<file path="src/rtl/alu_seq.sv">
// Sequential ALU: single-cycle ops plus an iterative shift-add MUL and restoring DIV.
// Define ALU_SEQ_DIV_EN to build the divider; otherwise op 15 passes A through in one cycle.
module alu_seq #(
    parameter int WIDTH = 16,
    parameter int SHAMT = WIDTH / 2
) (
    input  logic             clk,
    input  logic             rst,
    input  logic             start,
    input  logic [3:0]       op,
    input  logic [WIDTH-1:0] alua,
    input  logic [WIDTH-1:0] alub,
    output logic [WIDTH-1:0] alur,
    output logic [WIDTH-1:0] alur_hi,
    output logic             z,
    output logic             n,
    output logic             c,
    output logic             v,
    output logic             dz,
    output logic             busy,
    output logic             done
);
    localparam int CW = (WIDTH > 2) ? $clog2(WIDTH) : 1;
    localparam logic [CW-1:0] CNT_LAST = CW'(WIDTH - 1);

    typedef enum logic [1:0] {IDLE, RUN, DONE} state_t;

    state_t           state_q, state_d;
    logic [CW-1:0]    cnt_q, cnt_d;
    logic [3:0]       op_q, op_d;
    logic [WIDTH-1:0] a_q, a_d, b_q, b_d, acc_q, acc_d, mq_q, mq_d;
    logic [WIDTH-1:0] alur_q, alur_d, alur_hi_q, alur_hi_d;
    logic             z_q, z_d, n_q, n_d, c_q, c_d, v_q, v_d, dz_q, dz_d, done_q, done_d;

    logic [WIDTH:0]   sum_add, sum_sub, sum_inc, mul_sum;
    logic [WIDTH-1:0] res_lo, res_hi;
    logic             f_c, f_v, f_dz;

    assign sum_add = {1'b0, a_q} + {1'b0, b_q};
    assign sum_sub = {1'b0, a_q} - {1'b0, b_q};
    assign sum_inc = {1'b0, a_q} + {{WIDTH{1'b0}}, 1'b1};
    // Shift-add: {acc, mq} holds partial product high half and remaining multiplier bits.
    assign mul_sum = {1'b0, acc_q} + (mq_q[0] ? {1'b0, a_q} : {(WIDTH+1){1'b0}});

`ifdef ALU_SEQ_DIV_EN
    logic [WIDTH:0] div_sh, div_diff;
    assign div_sh   = {acc_q, mq_q[WIDTH-1]};
    assign div_diff = div_sh - {1'b0, b_q};
`endif

    always_comb begin
        res_lo = '0;
        res_hi = '0;
        f_c    = 1'b0;
        f_v    = 1'b0;
        f_dz   = 1'b0;
        case (op_q)
            4'd0:  res_lo = a_q;
            4'd1:  res_lo = b_q;
            4'd2: begin
                res_lo = sum_add[WIDTH-1:0];
                f_c    = sum_add[WIDTH];
                f_v    = (a_q[WIDTH-1] == b_q[WIDTH-1]) && (sum_add[WIDTH-1] != a_q[WIDTH-1]);
            end
            4'd3: begin
                res_lo = sum_sub[WIDTH-1:0];
                f_c    = sum_sub[WIDTH];
                f_v    = (a_q[WIDTH-1] != b_q[WIDTH-1]) && (sum_sub[WIDTH-1] != a_q[WIDTH-1]);
            end
            4'd4: begin
                res_lo = sum_inc[WIDTH-1:0];
                f_c    = sum_inc[WIDTH];
                f_v    = !a_q[WIDTH-1] && sum_inc[WIDTH-1];
            end
            4'd5:  res_lo = '0;
            4'd6:  res_lo = a_q << SHAMT;
            4'd7:  res_lo = b_q << SHAMT;
            4'd8: begin
                res_lo = a_q >> 1;
                f_c    = a_q[0];
            end
            4'd9: begin
                res_lo = a_q << 1;
                f_c    = a_q[WIDTH-1];
            end
            4'd10: res_lo = a_q & b_q;
            4'd11: res_lo = a_q | b_q;
            4'd12: res_lo = a_q ^ b_q;
            4'd13: res_lo = ~a_q;
            4'd14: begin
                res_lo = mq_q;
                res_hi = acc_q;
                f_c    = |acc_q;
            end
            default: begin
`ifdef ALU_SEQ_DIV_EN
                if (b_q == '0) begin
                    res_lo = {WIDTH{1'b1}};
                    res_hi = a_q;
                    f_dz   = 1'b1;
                end else begin
                    res_lo = mq_q;
                    res_hi = acc_q;
                end
`else
                res_lo = a_q;
`endif
            end
        endcase
    end

    always_comb begin
        state_d   = state_q;
        cnt_d     = cnt_q;
        op_d      = op_q;
        a_d       = a_q;
        b_d       = b_q;
        acc_d     = acc_q;
        mq_d      = mq_q;
        alur_d    = alur_q;
        alur_hi_d = alur_hi_q;
        z_d       = z_q;
        n_d       = n_q;
        c_d       = c_q;
        v_d       = v_q;
        dz_d      = dz_q;
        done_d    = 1'b0;
        case (state_q)
            IDLE: begin
                // Holding off while done is high keeps acceptance out of the done cycle.
                if (start && !done_q) begin
                    op_d  = op;
                    a_d   = alua;
                    b_d   = alub;
                    acc_d = '0;
                    mq_d  = (op == 4'd15) ? alua : alub;
                    cnt_d = '0;
`ifdef ALU_SEQ_DIV_EN
                    state_d = (op == 4'd14 || (op == 4'd15 && alub != '0)) ? RUN : DONE;
`else
                    state_d = (op == 4'd14) ? RUN : DONE;
`endif
                end
            end
            RUN: begin
                cnt_d = cnt_q + 1'b1;
`ifdef ALU_SEQ_DIV_EN
                if (op_q == 4'd15) begin
                    if (!div_diff[WIDTH]) begin
                        acc_d = div_diff[WIDTH-1:0];
                        mq_d  = {mq_q[WIDTH-2:0], 1'b1};
                    end else begin
                        acc_d = div_sh[WIDTH-1:0];
                        mq_d  = {mq_q[WIDTH-2:0], 1'b0};
                    end
                end else begin
                    {acc_d, mq_d} = {mul_sum, mq_q[WIDTH-1:1]};
                end
`else
                {acc_d, mq_d} = {mul_sum, mq_q[WIDTH-1:1]};
`endif
                if (cnt_q == CNT_LAST) begin
                    cnt_d   = '0;
                    state_d = DONE;
                end
            end
            DONE: begin
                state_d   = IDLE;
                done_d    = 1'b1;
                alur_d    = res_lo;
                alur_hi_d = res_hi;
                z_d       = (res_lo == '0);
                n_d       = res_lo[WIDTH-1];
                c_d       = f_c;
                v_d       = f_v;
                dz_d      = f_dz;
            end
            default: state_d = IDLE;
        endcase
    end

    always_ff @(posedge clk) begin
        if (rst) begin
            state_q   <= IDLE;
            cnt_q     <= '0;
            op_q      <= '0;
            a_q       <= '0;
            b_q       <= '0;
            acc_q     <= '0;
            mq_q      <= '0;
            alur_q    <= '0;
            alur_hi_q <= '0;
            z_q       <= 1'b1;
            n_q       <= 1'b0;
            c_q       <= 1'b0;
            v_q       <= 1'b0;
            dz_q      <= 1'b0;
            done_q    <= 1'b0;
        end else begin
            state_q   <= state_d;
            cnt_q     <= cnt_d;
            op_q      <= op_d;
            a_q       <= a_d;
            b_q       <= b_d;
            acc_q     <= acc_d;
            mq_q      <= mq_d;
            alur_q    <= alur_d;
            alur_hi_q <= alur_hi_d;
            z_q       <= z_d;
            n_q       <= n_d;
            c_q       <= c_d;
            v_q       <= v_d;
            dz_q      <= dz_d;
            done_q    <= done_d;
        end
    end

    assign alur    = alur_q;
    assign alur_hi = alur_hi_q;
    assign z       = z_q;
    assign n       = n_q;
    assign c       = c_q;
    assign v       = v_q;
    assign dz      = dz_q;
    assign done    = done_q;
    assign busy    = (state_q != IDLE);
endmodule

</file>
<file path="config.mk">
export PLATFORM = sky130hd
export DESIGN_NAME = alu_seq
export DESIGN_NICKNAME = d
export VERILOG_FILES = /design/src/rtl/alu_seq.sv
export SDC_FILE = /design/constraint.sdc
export NUM_CORES = 1
export LEC_CHECK = 0
export BUFFER_PORTS_ARGS = -buffer_cell sky130_fd_sc_hd__clkbuf_2
export CAP_MARGIN = 10
export CELL_PAD_IN_SITES_DETAIL_PLACEMENT = 2
export CELL_PAD_IN_SITES_GLOBAL_PLACEMENT = 2
export CORE_MARGIN = 8
export CORE_UTILIZATION = 35
export CTS_CLUSTER_SIZE = 16
export DETAILED_ROUTE_END_ITERATION = 10
export MAX_ROUTING_LAYER = met4
export PLACE_DENSITY_LB_ADDON = 0.25
export SYNTH_ARGS = -nofsm -noshare
export SYNTH_HDL_FRONTEND = slang
export SYNTH_SLANG_ARGS = --single-unit
</file>
<file path="constraint.sdc">
create_clock -name clk -period 3.6 [get_ports clk]
set_input_delay 0.36 -clock clk [delete_from_list [all_inputs] [get_ports clk]]
set_output_delay 0.36 -clock clk [all_outputs]
set_load 0.01 [all_outputs]
</file>
### Word level (Yosys, flattened, before mapping)

Index checks and enable logic that the tools add are counted.

| storage, ports and cells | value |
|---|---|
| logic and storage cells | 80 |
| input port bits | 39 |
| register bits after elaboration | 111 |
| output and inout bits | 39 |

| operators by class | value |
|---|---|
| equality and inequality tests | 25 |
| add/subtract/negate cells | 5 |
| reductions and logical operators | 14 |
| bitwise logic cells | 4 |
| muxes and demuxes | 18 |

Operator list:

| kind | number |
|---|---|
| $pmux W16 S14 | 1 |
| $mux W16 | 5 |
| $pmux W16 S2 | 2 |
| $eq A4 B4 Y1 const B | 10 |
| $add A16 B16 Y17 | 2 |
| $add A16 B1 Y17 const B | 1 |
| $sub A16 B16 Y17 | 1 |
| $and A16 B16 Y16 | 1 |
| $eq A4 B3 Y1 const B | 4 |
| $logic_not A16 Y1 | 1 |
| $not A16 Y16 | 1 |
| $or A16 B16 Y16 | 1 |
| $reduce_or A16 Y1 | 1 |
| $xor A16 B16 Y16 | 1 |
| $eq A4 B2 Y1 const B | 2 |
| $mux W4 | 2 |
| $pmux W4 S2 | 1 |
| $mux W2 | 3 |
| $pmux W1 S6 | 1 |
| $reduce_and A2 Y1 | 3 |
| $add A4 B1 Y4 const B | 1 |
| $eq A4 B1 Y1 const B | 1 |
| $logic_and A1 B1 Y1 | 4 |
| $ne A2 B2 Y1 const B | 2 |
| other kinds (10) | 14 |

### Depth between registers and ports, before layout

Gate-level depths: netlist of run 1.

| logic depth | value |
|---|---|
| depth in word-level cells | 4 |
| depth in mapped cells | 15 |
| gate-level depth less buffers | 14 |

### Worst setup path after synthesis of run 1

No wires, ideal clock.

| path | value |
|---|---|
| path type | reg-to-reg |
| from | reg a_q[1] |
| to | reg z_q, in the netlist z |
| setup time | 84 ps |
| buffers on the path | 1 |
| required time | 3516 ps |
| period minus slack after synthesis | 3104 ps |
| path slack | 496 ps |
| stages on the path, launching flop included | 13 |
| arrival | 3020 ps |
| cell sequence | dfxtp_1 buf_2 inv_1 fa_1 nand2b_1 a2111oi_4 o21ai_1 a21oi_1 xnor2_1 o221ai_1 a2111oi_2 nand4_1 o31ai_2 |

| on the way | value |
|---|---|
| cells in the longest elaborated chain, start to end | 3 |
| elaborated cells on any way between the ends | 9 |
| classes of those cells | 3 x add/sub; 1 x mux; 4 x bitwise; 1 x reduce/logical |

Ends and longest elaborated chain:

| element | RTL line | text |
|---|---|---|
| from (decl) | 31 | `logic [WIDTH-1:0] a_q, a_d, b_q, b_d, acc_q, acc_d, mq_q, mq_d;` |
| from (signal assigned) | 187 | `a_q <= '0;` |
| from (signal assigned) | 203 | `a_q <= a_d;` |
| $add A16 B1 Y17 (tied with other cells) | 41 | `assign sum_inc = {1'b0, a_q} + {{WIDTH{1'b0}}, 1'b1};` |
| $pmux W16 S14 (*) | 57 | `case (op_q)` |
| $logic_not A16 Y1 (*) | 172 | `z_d = (res_lo == '0);` |
| to (signal assigned) | 209 | `z_q <= z_d;` |
| to (decl) | 33 | `logic z_q, z_d, n_q, n_d, c_q, c_d, v_q, v_d, dz_q, dz_d, done_q, done_d;` |

Mark *: on every way between the ends. The rest lies on a longest branch, timed or not.
A chain may end at the register's enable or synchronous reset.

### Final worst setup path of run 1

| path | value |
|---|---|
| from | reg b_q[5] |
| to | reg alur_q[9], in the netlist alur[9] |

| on the way | value |
|---|---|
| cells in the longest elaborated chain, start to end | 2 |
| elaborated cells on any way between the ends | 3 |
| classes of those cells | 2 x add/sub; 1 x mux |

Ends and longest elaborated chain:

| element | RTL line | text |
|---|---|---|
| from (decl) | 31 |  |
| from (signal assigned) | 188 | `b_q <= '0;` |
| from (signal assigned) | 204 | `b_q <= b_d;` |
| $sub A16 B16 Y17 or $add A16 B16 Y17 (tied branches) | 40, 39 |  |
| $pmux W16 S14 (*) | 57 |  |
| to (signal assigned) | 207 | `alur_q <= alur_d;` |
| to (decl) | 32 | `logic [WIDTH-1:0] alur_q, alur_d, alur_hi_q, alur_hi_d;` |

Marked as above.

==> out/results.ini, run 1 <==
[finish]
nFillCells = 3104
area_growth_syn_to_layout_pct = 14.2
antenna_cells = 0
drive_gt1_frac = 0.173
stdcell_area_mm2 = 0.0108
instances_no_fill = 1706
utilization = 0.404
nets = 1474
final_common_cell = nand2_1
layout_common_cells = nand2_1 (179), a21oi_1 (142), nor2_1 (110)

[logic_synthesis]
syn_nets = 1404
synth_top_area_cell = dfxtp_1
synth_top_cell_area_share = 0.234
yosysUniqueCellTypes = 94
synth-seq-area-share = 0.234
synth_flop_cell = dfxtp_1
ys_ff_latch = 110
synth-edff-count = 0
ys_warn_count = 0
synth_cells = 1291
syn_avg_cell_area_um2 = 7.29
async_flop_share = 0
synth_area_mm2 = 0.00942
yosys-top-cells-area = dfxtp_1 (23%), ha_1 (9.4%), a21oi_1 (7.6%), nand2_1 (7.1%), nor2_1 (4.4%)

[power]
vdd_drop_max_uv = 216
powerDensity_mw_per_mm2 = 344
p_leak_nw = 4.29

[routing]
drc = 0
drt_wl_total_um = 43200
routed_via_density = 6.12
wl_per_cell_um = 25.3
dr.first_iter.drc_count = 832
antenna_left = 0
first_pass_iters = 5
vias = 10400

[die]
dieArea_mm2 = 0.0324
start_util = 0.353
fp.dieH_um = 180
die_x_um = 180
io_pins = 78
num_rows = 60
core-area_mm2 = 0.0267

[sta]
layout_min_cycle_time_ns = 3.33
hold_slack_ns = 0.229
drv_slew = 0
timing.final.crit_share = 0.925
max_freq_ghz = 0.300
maxSlewHeadroom = 0.298
worstMarginPinSlew_ns = 1.05
final_hold_viol_count = 0
rsz0062_at_grt = no
fin_skew_ns = 0.0176
setup_tns_ns = 0
setup_viol = 0

[setup_path]
worst-path-max-fanout = 8
crit_path_start = b_q[5]$_SDFFE_PP0P_
endpoint_kind = flop
r2r-start = b_q[5]$_SDFFE_PP0P_
worstSetupStartpointType = flop
path_class = flop to flop
arrival_ns = 3.56
critical_path_required_ns = 3.83

[placement]
dp_hpwl_um = 33600
gp_congestion = 0.979
placed_area_mm2 = 0.0104
portBuffers = 76
dp_cells = 1691

[grt]
grt_overflow = 0
grt_max_degree = 82
grtUsageTotal = 0.268
antenna_found_initial = 0
first_global_vias = 11100
grt_pass1_wl_um = 67300

[clock_tree]
cts-root-buf = clkbuf_16
cts.clk_slew.worst_paths_ns = 0.09
htreeDepth = 3
clk_latency_ns = 0.36
cts_buffers = 9
cts.sinks = 110
holdBufCountCts = 0
cts_max_path_buffers = 2
cts_tree = yes

[worst_hold_path]
hold_path.class = primary input to flop
min_from = alub[1]

[flow_run]
maxCapViolations = 0

[status]
status = finished, final reports clean

==> synth_stat cells, types with 24 or more instances <==
library cell,count
o21ai_0,40
nand2_1,179
nor2_1,111
buf_2,31
ha_1,71
nand3_1,39
clkbuf_1,60
a221oi_1,24
a21oi_1,143
inv_1,56
nor3_1,30
dfxtp_1,110
==> state kept, by name, summed over array words and instances (netlist names), 2 cells and up <==
| register | flops |
|---|---|
| alur_hi | 16 |
| alur | 16 |
| b_q | 16 |
| op_q | 4 |
| mq_q | 16 |
| cnt_q | 4 |
| acc_q | 16 |
| state_q | 2 |
| a_q | 16 |
==> layer usage <==
| layer | vias up | share of wire | global-route usage |
|---|---|---|---|
| li1 | 4790 | - | - |
| met2 | 351 | 0.45 | 0.420 |
| met5 | - | 0 | - |
| met3 | 61 | 0.054 | 0.0323 |
| met4 | 0 | 0.027 | 0.0863 |
| met1 | 5240 | 0.47 | 0.356 |
==> kinds of logic (layout without fill, tap and decap cells) <==
group	after synthesis	count (layout)	synth area share
DFF	110	110	0.234
AOI/OAI and AO/OA	399	399	0.286
muxes	22	22	0.0278
xor gates and xnor gates	20	20	0.0186
adders and majority gates	74	74	0.101
other	1	1	0.000398
and+or+nand+nor	499	499	0.255
buffers and inverters	166	240	0.0779
==> final cells by class <==
class | count | area (um2) | share of cell area
clock buffer | 9 | 225 | 0.0209
clock inverter | 6 | 76.3 | 0.00710
inverter | 59 | 221 | 0.0206
multi-input combinational | 1015 | 6540 | 0.608
sequential | 110 | 2210 | 0.205
tap | 341 | 427 | 0.0397
timing repair buffer | 166 | 1060 | 0.0984
==> metrics by stage <==
stage                     total power [mW]  setup WS [ns]
after global routing                  3.87         0.0439
after CTS                             3.70         0.0587
final                                 3.70          0.271
after global placement                2.58          0.143
after floorplan                       2.12          0.496
after detailed placement              2.61         0.0854
==> critical path, cell delays in order (launching register included) <==
cell and delay [ns]:
dfxtp_1 0.49, inv_1 0.11, ha_1 0.35, buf_4 0.18, or2_1 0.22, o32ai_1 0.37
a211oi_1 0.16, o21a_1 0.26, a221o_1 0.33, a221o_1 0.39, o21ai_2 0.10, o21ai_0 0.09
nor2b_1 0.14
==> path summary, 6_finish.rpt <==
kind                                              to  slack (ns)  cells past startpoint
worst max-delay path            alur[9]$_SDFFE_PP0P_        0.27                     12
worst min-delay path             b_q[1]$_SDFFE_PP0P_        0.23                      3
worst max register to register  alur[9]$_SDFFE_PP0P_        0.27                     12
worst min register to register  alur[7]$_SDFFE_PP0P_        0.46                      2
==> timing repair <==
item                       in CTS  in global routing
buffers inserted                0                  0
gates resized for setup         0                 10
setup endpoints to repair       0                  2
==> power by group <==
part           internal (mW)  switching (mW)
combinational          0.457           0.822
clock                  0.550           0.531
sequential              1.27          0.0724
total                   2.28            1.43
Power figures use the tool's default switching activity.
==> run 2, diff against run 1 <==
Settings changed: CORE_UTILIZATION 35 to 25.
==> out/results.ini, run 2 (synthesized netlist as in run 1, its figures left out) <==
[status]
status = finished, final reports clean

[finish]
drive_gt1_frac = 0.166
nets = 1466
antenna_cells = 0
nFillCells = 4478
area_growth_syn_to_layout_pct = 15.7
final_common_cell = nand2_1
layout_common_cells = nand2_1 (179), a21oi_1 (142), nor2_1 (111)

[sta]
worst_slack_ns = 0.181
worstMarginPinSlew_ns = 0.885
layout_min_cycle_time_ns = 3.42
fin_skew_ns = 0.0126
setup_tns_ns = 0
max_freq_ghz = 0.292
setup_viol = 0
drv_slew = 0
timing.final.crit_share = 0.950
maxSlewHeadroom = 0.408
final_hold_viol_count = 0

[power]
vdd_drop_max_uv = 177
p_leak_nw = 4.24
netSwitchingFraction = 0.389
p_int_mw = 2.20
pwr-share-comb = 0.351
pwr-share-clk = 0.272
seq_power_share = 0.376
powerDensity_mw_per_mm2 = 330
switchingPower_mw = 1.40

[die]
fp.dieH_um = 210
die_x_um = 210
start_util = 0.252
io_pins = 78
num_rows = 71
dieArea_mm2 = 0.0441
core-area_mm2 = 0.0374

[setup_path]
ff2ff_path_depth = 10
worstSetupStartpointType = flop
r2r-start = op_q[2]$_SDFFE_PP0P_
arrival_ns = 3.71
path_class = flop to flop
slowest_delay_ns = 0.78
endpoint = z$_SDFFE_PP1P_
r2r_slack_ns = 0.18
critical_path_required_ns = 3.89
path_cells = nor2_1, buf_4, o21ai_0, o21ai_0, a222oi_1, o221ai_1, o21a_1, a2111oi_2, nand4_1, o31ai_2
r2r_end = z$_SDFFE_PP1P_
crit_slowest_cell = dfxtp_2
crit_path_start = op_q[2]$_SDFFE_PP0P_
worst-path-max-fanout = 27
cp_common_cell = o21ai_0
endpoint_kind = flop

[clock_tree]
cts_max_path_buffers = 2
cts_setup_buffers = 0
cts.sinks = 110
cts-root-buf = clkbuf_16
cts_tree = yes
cts_buffers = 9
cts.clk_slew.worst_paths_ns = 0.08
holdBufCountCts = 0
clk_latency_ns = 0.37
htreeDepth = 3

[placement]
pre_cts_slack_ns = 0.137
dp_hpwl_um = 34500
gp_congestion = 0.925
portBuffers = 76

[routing]
first_pass_iters = 5
dr.first_iter.drc_count = 669
antenna_left = 0
routed_via_density = 5.40
drc = 0
drt_wl_total_um = 44300
wl_per_cell_um = 23.7
vias = 10100

[grt]
grt_pass1_wl_um = 67800
antenna_found_initial = 0
grtUsageTotal = 0.204
grt_max_degree = 112
grt_overflow = 0
first_global_vias = 10800

[worst_hold_path]
hold_path.class = primary input to flop
min_from = alub[15]

[flow_run]
maxCapViolations = 0

==> run 2: final cells by class <==
type | count | area [um2] | area share
well taps | 511 | 639 | 0.0587
clock inverters | 6 | 47.5 | 0.00437
multi-input cells | 1015 | 6530 | 0.599
repair buffers | 158 | 1020 | 0.0940
flip-flops and latches | 110 | 2210 | 0.203
clock buffers | 9 | 225 | 0.0207
inverters | 59 | 221 | 0.0203
==> run 2: stage by stage <==
stage | area [um2] | instances | hold WS (ns) | util | power [mW]
after floorplan | 9420 | 1291 | 0.463 | - | 2.12
after global placement | 10600 | 1853 | 0.449 | 0.283 | 2.60
after detailed placement | 10600 | 1853 | 0.458 | 0.283 | 2.63
after CTS | 10900 | 1868 | 0.219 | 0.290 | 3.63
after global routing | 10900 | 1868 | 0.244 | 0.291 | 3.80
final | 10900 | 1868 | 0.233 | 0.291 | 3.60
==> run 2: repair_timing <==
action / 4_1_cts / 5_1_grt
hold endpoints to repair: 0 / 0
setup endpoints to repair: 0 / 2
resized for setup: 0 / 9
==> run 2: how the worst min path moves through the flow <==
stage | end | depth (start not counted)
2_1_floorplan | b_q[13]$_SDFFE_PP0P_ | 2
3_3_place_gp | alur[6]$_SDFFE_PP0P_ | 2
3_5_place_dp | alur[11]$_SDFFE_PP0P_ | 2
4_1_cts | b_q[15]$_SDFFE_PP0P_ | 3
5_1_grt | a_q[2]$_SDFFE_PP0P_ | 3
6_report | b_q[15]$_SDFFE_PP0P_ | 3
==> run 2: routing by layer <==
layer | vias up | GRT usage | routed length [um] | part of all wire
met2 | 210 | 0.313 | 19700 | 0.44
met5 | - | - | 0 | 0
met4 | 0 | 0.0741 | 1570 | 0.035
met3 | 63 | 0.0241 | 1480 | 0.033
met1 | 5028 | 0.273 | 21600 | 0.49
li1 | 4780 | - | - | -
==> run 2: worst max-delay path: cells and delay by family, from the launching register on <==
kind                   cells  cell delay (ns)
buffers and inverters      1             0.28
AOI/OAI and AO/OA          7             1.84
DFF                        1             0.78
and+or+nand+nor            2             0.44
==> run 2: power by group through the flow <==
stage               logic (mW)  clock network (mW)  registers, mW
floorplan                0.775                   0           1.35
global placement          1.22                   0           1.38
detailed placement        1.25                   0           1.38
CTS                       1.26                1.02           1.35
global route              1.37                1.07           1.36
finish                    1.26               0.980           1.35
==> run 3, diff against run 2 <==
Settings changed: REMOVE_ABC_BUFFERS set to 1.
==> out/results.ini, run 3 (synthesized netlist as in run 1, its figures left out) <==
[status]
status = finished, final reports clean

[setup_path]
crit_slowest_cell = a2111oi_4
endpoint_kind = flop
path_buf_inv = 1
worst-path-max-fanout = 5
path_class = flop to flop
path_cells = ha_1, inv_1, fa_1, nand2b_2, a2111oi_4, nor2_1, o31a_1, a2111oi_1, nor3b_1, o32ai_2, nand4_1, o31ai_2
r2r_slack_ns = 0.24
critPathTopFamily = compound AO/OA/AOI/OAI gates
critical_path_required_ns = 3.90
arrival_ns = 3.66
slowest_delay_ns = 0.46
worstSetupStartpointType = flop

[routing]
vias = 10200
wl_per_cell_um = 22.9
drc = 0
routed_via_density = 5.44
first_pass_iters = 5
antenna_left = 0
drt_wl_total_um = 42800
dr.first_iter.drc_count = 571

[die]
fp.dieH_um = 210
dieArea_mm2 = 0.0441
core-area_mm2 = 0.0374
num_rows = 71
start_util = 0.252
die_x_um = 210
io_pins = 78

[grt]
antenna_found_initial = 0
grt_max_degree = 67
grt_overflow = 0
grt_pass1_wl_um = 66600
first_global_vias = 10900
grtUsageTotal = 0.197

[clock_tree]
htreeDepth = 3
cts_tree = yes
clk_latency_ns = 0.38
cts.clk_slew.worst_paths_ns = 0.09
cts.sinks = 110
cts_max_path_buffers = 2
cts-root-buf = clkbuf_16
cts_buffers = 9

[sta]
setup_tns_ns = 0
timing.final.crit_share = 0.934
fin_skew_ns = 0.0151
final_hold_viol_count = 0
max_freq_ghz = 0.297
maxSlewHeadroom = 0.355
setup_viol = 0
worstMarginPinSlew_ns = 0.968
layout_min_cycle_time_ns = 3.36
drv_slew = 0
rsz0062_at_grt = no
worst_slack_ns = 0.238

[placement]
portBuffers = 76
dp_hpwl_um = 33800
placed_area_mm2 = 0.0106
pre_cts_slack_ns = 0.166
gp_congestion = 0.898

[power]
vdd_drop_max_uv = 190
p_leak_nw = 4.28
powerDensity_mw_per_mm2 = 343

[finish]
layout_common_cells = nand2_1 (179), a21oi_1 (142), nor2_1 (111)
final_common_cell = nand2_1
area_growth_syn_to_layout_pct = 16.5
utilization = 0.293
nets = 1468
drive_gt1_frac = 0.165
stdcell_area_mm2 = 0.0110
antenna_cells = 0

[worst_hold_path]
hold_path.class = primary input to flop

[flow_run]
maxCapViolations = 0

## run 3: cell types whose count changed in the layout (fill, tap and decap cells not counted), sizes merged
cell    before  now
buf         83   85
bufinv       0    2
clkinv       4    2
inv         60   61
## run 3: metrics by stage
stage                     cells  hold WS, ns  total power, mW
after floorplan            1184        0.429             2.06
after global placement     1854        0.449             2.59
after detailed placement   1854        0.456             2.61
after CTS                  1870        0.197             3.81
after global routing       1871        0.221             3.96
final                      1871        0.220             3.76
## run 3: routing by layer
metal,GRT usage,vias to the layer above,routed length (um)
met5,-,-,0
met4,0.0639,0,1260
met3,0.0187,55,1110
met2,0.329,174,20500
met1,0.249,5167,19900
li1,-,4784,-
## run 3: power by group
group	internal, mW	switching (mW)
Clock	0.628	0.547
Sequential	1.27	0.0727
Combinational	0.453	0.787
## run 3: what timing repair did
item                       in CTS  in global routing
setup endpoints to repair       0                  1
hold buffers                    0                  0
buffers inserted                0                  1
resized for setup               0                  5
## run 3: area by class of cell
cell class / instances / area (um2)
fill: 4432 / 26400
multi-input combinational: 1015 / 6520
sequential: 110 / 2200
timing repair buffer: 160 / 1050
tap: 511 / 639
clock buffer: 9 / 225
inverter: 59 / 221
clock inverter: 7 / 113
## run 3: path summary, 6_finish.rpt
check / start / end / cells past startpoint
worst max register to register: a_q[0]$_SDFFE_PP0P_ / z$_SDFFE_PP1P_ / 12
worst min register to register: alur[7]$_SDFFE_PP0P_ / alur[7]$_SDFFE_PP0P_ / 2
worst max-delay path: a_q[0]$_SDFFE_PP0P_ / z$_SDFFE_PP1P_ / 12
worst min-delay path: alua[15] / a_q[15]$_SDFFE_PP0P_ / 3
## run 3: worst reg2reg max path: stages (launching register included)
cell and delay, ns:
dfxtp_1 0.41, ha_1 0.21, inv_1 0.07, fa_1 0.44, nand2b_2 0.26, a2111oi_4 0.46, nor2_1 0.12, o31a_1 0.28
a2111oi_1 0.38, nor3b_1 0.11, o32ai_2 0.19, nand4_1 0.15, o31ai_2 0.22
